--- src/rtl/branch_target_predictor.sv ---
// Next-PC generation stage with a direct-mapped branch target buffer.
// Each BTB entry holds a valid bit, tag, target and 2-bit saturating counter.
// Lookup and next-PC selection are purely combinational on the fetch PC.
// EX-stage resolved branches train the table on the clock edge.
// Hit and mispredict statistics counters saturate at all-ones.
module branch_target_predictor #(
    parameter int ENTRIES = 16,
    parameter int IDX_W   = 4
) (
    input  logic        clk_i,
    input  logic        rst_i,
    input  logic        start_i,
    input  logic        stall_i,
    input  logic        memStall_i,
    input  logic [31:0] pc_i,
    input  logic        upd_valid_i,
    input  logic [31:0] upd_pc_i,
    input  logic        upd_taken_i,
    input  logic [31:0] upd_target_i,
    input  logic        mispredict_i,
    input  logic [31:0] redirect_pc_i,
    output logic [31:0] next_pc_o,
    output logic        pred_taken_o,
    output logic [31:0] hit_cnt_o,
    output logic [31:0] mispred_cnt_o
);

    localparam int TAG_W = 32 - IDX_W - 2;

    // Table storage, current and next state
    logic [ENTRIES-1:0] valid_q, valid_d;
    logic [TAG_W-1:0]   tag_q    [ENTRIES];
    logic [TAG_W-1:0]   tag_d    [ENTRIES];
    logic [31:0]        target_q [ENTRIES];
    logic [31:0]        target_d [ENTRIES];
    logic [1:0]         ctr_q    [ENTRIES];
    logic [1:0]         ctr_d    [ENTRIES];

    // Statistics counters
    logic [31:0] hitCnt_q, hitCnt_d;
    logic [31:0] mispredCnt_q, mispredCnt_d;

    // Lookup side
    logic [IDX_W-1:0] lookupIdx;
    logic [TAG_W-1:0] lookupTag;
    logic             lookupHit;

    // Update side
    logic [IDX_W-1:0] updIdx;
    logic [TAG_W-1:0] updTag;
    logic             updHit;
    logic             pipeActive;
    logic             updEnable;

    assign lookupIdx  = pc_i[IDX_W+1:2];
    assign lookupTag  = pc_i[31:IDX_W+2];
    assign updIdx     = upd_pc_i[IDX_W+1:2];
    assign updTag     = upd_pc_i[31:IDX_W+2];
    assign pipeActive = start_i && !memStall_i;
    assign updEnable  = upd_valid_i && pipeActive;

    // Combinational BTB lookup and next fetch address selection
    always_comb begin
        lookupHit    = valid_q[lookupIdx] && (tag_q[lookupIdx] == lookupTag);
        pred_taken_o = lookupHit && ctr_q[lookupIdx][1];
        if (mispredict_i) begin
            next_pc_o = redirect_pc_i;
        end else if (pred_taken_o) begin
            next_pc_o = target_q[lookupIdx];
        end else begin
            next_pc_o = pc_i + 32'd4;
        end
    end

    assign updHit = valid_q[updIdx] && (tag_q[updIdx] == updTag);

    // Training: counter/target update on a hit, allocation on a taken miss
    always_comb begin
        valid_d  = valid_q;
        tag_d    = tag_q;
        target_d = target_q;
        ctr_d    = ctr_q;
        if (updEnable) begin
            if (updHit) begin
                if (upd_taken_i) begin
                    if (ctr_q[updIdx] != 2'b11) begin
                        ctr_d[updIdx] = ctr_q[updIdx] + 2'd1;
                    end
                    target_d[updIdx] = upd_target_i;
                end else begin
                    if (ctr_q[updIdx] != 2'b00) begin
                        ctr_d[updIdx] = ctr_q[updIdx] - 2'd1;
                    end
                end
            end else if (upd_taken_i) begin
                valid_d[updIdx]  = 1'b1;
                tag_d[updIdx]    = updTag;
                target_d[updIdx] = upd_target_i;
                ctr_d[updIdx]    = 2'b10;
            end
        end
    end

    // Saturating statistics, frozen while the CPU is idle or memory-stalled
    always_comb begin
        hitCnt_d     = hitCnt_q;
        mispredCnt_d = mispredCnt_q;
        if (pipeActive) begin
            if (lookupHit && !stall_i && (hitCnt_q != 32'hFFFF_FFFF)) begin
                hitCnt_d = hitCnt_q + 32'd1;
            end
            if (mispredict_i && (mispredCnt_q != 32'hFFFF_FFFF)) begin
                mispredCnt_d = mispredCnt_q + 32'd1;
            end
        end
    end

    // State registers; reset leaves every entry invalid and weakly not-taken
    always_ff @(posedge clk_i or posedge rst_i) begin
        if (rst_i) begin
            valid_q      <= '0;
            hitCnt_q     <= '0;
            mispredCnt_q <= '0;
            for (int i = 0; i < ENTRIES; i++) begin
                tag_q[i]    <= '0;
                target_q[i] <= '0;
                ctr_q[i]    <= 2'b01;
            end
        end else begin
            valid_q      <= valid_d;
            hitCnt_q     <= hitCnt_d;
            mispredCnt_q <= mispredCnt_d;
            for (int i = 0; i < ENTRIES; i++) begin
                tag_q[i]    <= tag_d[i];
                target_q[i] <= target_d[i];
                ctr_q[i]    <= ctr_d[i];
            end
        end
    end

    assign hit_cnt_o     = hitCnt_q;
    assign mispred_cnt_o = mispredCnt_q;

endmodule

--- config.mk ---
export PLATFORM = sky130hd
export DESIGN_NAME = branch_target_predictor
export DESIGN_NICKNAME = d
export VERILOG_FILES = /design/src/rtl/branch_target_predictor.sv
export SDC_FILE = /design/constraint.sdc
export NUM_CORES = 2
export LEC_CHECK = 0
export CORE_ASPECT_RATIO = 1.75
export CORE_MARGIN = 2
export CORE_UTILIZATION = 60
export CTS_CLUSTER_SIZE = 28
export DETAILED_ROUTE_END_ITERATION = 12
export HOLD_SLACK_MARGIN = 0.03
export PLACE_DENSITY = 0.77
export SETUP_SLACK_MARGIN = 0.3
export SLEW_MARGIN = 30
export SYNTH_ARGS = -nofsm -noshare
export SYNTH_HDL_FRONTEND = slang
export SYNTH_SLANG_ARGS = --single-unit
--- constraint.sdc ---
create_clock -name clk_i -period 61.3 [get_ports clk_i]
set_clock_uncertainty 0.2 [all_clocks]
set_input_delay 12.26 -clock clk_i [delete_from_list [all_inputs] [get_ports clk_i]]
set_output_delay 12.26 -clock clk_i [all_outputs]
set_load 0.05 [all_outputs]
==> out/metrics.cfg <==
[floorplan]
coreArea_sq_um=87700
top_level_ports=233
die_x_microns=229
num_rows=144
chipHeight_microns=397
dieArea_sq_um=90700
initial_core_util=0.603

[synthesis]
synth_warnings=0
synthArstFlopShare=1.00
synth-adder-area-share=0.00118
synth_mux_area_frac=0.402
syn-cell-area_sq_um=52900
syn_area_per_cell_sq_um=15.1
ys_ff_latch=1040
synth_flop_cell=dfrtp_1
syn_nets=3638
synth_seq_area_share=0.492
synth.distinct_cells=62
yosys.area_share.xor_xnor=0.0223
yosys.area_share.simple=0.0382
synth_compound_area_frac=0.0144
synthCells=3497
synth_top_family_by_area=multiplexers
synth_edf_count=0

[timing]
finalCriticalPeriod_ns=32.01
slew_headroom=0.220
fin_tns_setup_ns=0
clock.fmax_ghz=0.0312
whs_ns=0.286
max_slew.worst_pin.slew_ns=1.16
finalSetupViolCount=0
hold_viol=0
final-max-slew-violation-count=0
min_period_over_period=0.522
rsz0062_at_grt=no

[setup_path]
end_kind=output port
cp-start-kind=input pin
required_ns=48.84
path_max_fanout=43
reg2reg_slack_ns=55.90
cp.arrival_ns=19.55
path_class=in2out

[outcome]
status=finished clean

[detailed_routing]
wl_microns=147000
ant_nets=0
drc_errors=0
routedWlPerCell_microns=30.2
vias=32500
drt_iter0_drc=2541
routed_via_density=6.72
drt_first_pass_iters=6

[clock_network]
clkTransAtPathRegs_ns=0.06
ctsResizeCount=0
cts_sinks=1040
clock_latency_ns=0.72
h-tree-depth=3
cts_tree=built
cts_buffers=95
clock_path_buffers=3
hold_buffers=0
post_cts_buffers=0
root_buffer=clkbuf_16

[pwr]
power_mw=1.65
ir_worst_vdd_mv=0.0228
p_per_area_nw_per_um2=27.7
leakagePower_nw=27.0

[global_route]
grt_pass1_wl_microns=223000
grt_pass1_vias=35600
grt.overflow.total=0
grt_usage=0.331
grt_max_degree=207
antenna_found_initial=13

[layout]
layout_common_cells=dfrtp_1 (1024), mux2_2 (843), mux4_2 (380), clkdlybuf4s50_1 (221), mux2_1 (193)
layout_commonest_cell=dfrtp_1
nNetsFinal=3726
drive_above_1_share=0.413
final_util=0.677
syn_to_final_growth_pct=12.3
postLayoutCellArea_sq_um=59400

[place]
gp_congestion=0.960
dp_hpwl_microns=91900
dpl_cell_area_sq_um=55900
port_buffers=230

[flow_run]
maxCapViolations=0

[min_path]
hp-class=reg2reg

-- registers in the layout, indices dropped and copies added, names as in the netlist --
register	count
ctr_q	32
hit_cnt_o	32
target_q	512
mispred_cnt_o	32
tag_q	416
valid_q	16
-- metal layers --
metal  vias to the layer above  wire (microns)  GRT usage  share of wire
met5                         -              87          0        0.00059
met4                        14            8750      0.195          0.060
met3                       397           10100     0.0648          0.069
met2                      1308           74700      0.562           0.51
met1                     17500           52900      0.393           0.36
li1                      13300               -          -              -
-- through the flow --
stage / setup slack (ns) / cells
floorplan: 19.60 / 3497
global placement: 29.20 / 4653
detailed placement: 29.33 / 4654
CTS: 29.29 / 4832
global route: 29.04 / 4836
finish: 29.29 / 4844
-- Yosys cell counts, types with 3 or more instances --
master     instances  area [sq um]
buf_4             27           203
clkbuf_1         148           556
a2bb2oi_1         11          96.3
and2_1            10          62.6
o22ai_1            8          50.1
mux2_1           193          2170
mux4_2           380          8560
nand4_1           31           194
nand2_2            5          31.3
o21ai_0            8          40.0
or3_1              4          25.0
a211oi_1           4          30.0
inv_1             27           101
dfrtp_1         1024         25600
nor3_1            30           150
nand3b_1           3          22.5
xnor2_1          109           955
nor2b_1           16           100
nor2_1            62           233
mux2i_1          108          1080
nand2b_1          27           169
a31oi_1            3          18.8
o311ai_0           4          35.0
buf_1             61           229
dfstp_2           16           420
buf_6             20           225
a22oi_1           25           188
nand2_8           10           200
nand3_1           51           255
and3_1            19           119
xor2_1            26           228
o211ai_1           5          37.5
and4_1             7          61.3
mux2_2           843          9490
ha_1               5          62.6
o2bb2ai_1          6          52.6
nor4_1            11          68.8
buf_2             44           220
a221oi_1           4          35.0
a21oi_1            9          45.0
nand2_1           66           248
-- cell families after synthesis --
logic type	Yosys count
multiplexers	1524
flip-flops	1040
AO/OA/AOI/OAI	102
XOR/XNOR	135
AND/OR/NAND/NOR	361
buffers and inverters	330
adder cells (fa/ha/maj)	5
-- report_power, final --
| group | total [mW] | internal (mW) | switching [mW] |
|---|---|---|---|
| combinational | 0.219 | 0.111 | 0.107 |
| clock | 0.649 | 0.373 | 0.276 |
| sequential | 0.778 | 0.741 | 0.0369 |
| total | 1.65 | 1.22 | 0.420 |
-- worst paths after layout --
| path | start | endpoint | cells after the start |
|---|---|---|---|
| min in group asynchronous | rst_i | target_q[476] | 2 |
| hold / removal | hit_cnt_o[8] | hit_cnt_o[8] | 1 |
| hold reg to reg | hit_cnt_o[8] | hit_cnt_o[8] | 1 |
| max in group asynchronous | rst_i | hit_cnt_o[26] | 7 |
| setup reg to reg | tag_q[112] | tag_q[398] | 11 |
| setup / recovery | pc_i[2] | next_pc_o[31] | 15 |
-- layout make-up --
| class | instances | area, sq um |
|---|---|---|
| Inverter | 29 | 116 |
| Fill cell | 6049 | 28300 |
| Timing Repair Buffer | 292 | 2860 |
| Clock inverter | 46 | 707 |
| Tap cell | 1168 | 1460 |
| Multi-Input combinational cell | 2127 | 25500 |
| Clock buffer | 132 | 2720 |
| Sequential cell | 1040 | 26000 |
| Antenna cell | 10 | 25.0 |
-- worst max-delay path, stage by stage --
cell and delay, ns:
buf_8 0.31, buf_4 0.79, buf_4 0.73, buf_4 0.65, mux4_2 0.57, mux2i_1 0.35
and2_1 0.19, o311ai_0 0.13, a2111oi_1 0.87, nand4_1 0.29, nor2b_4 0.16, buf_4 0.55
mux2_2 0.46, mux2_2 0.27, clkdlybuf4s50_1 0.71
(Power assumes the default switching activity.)
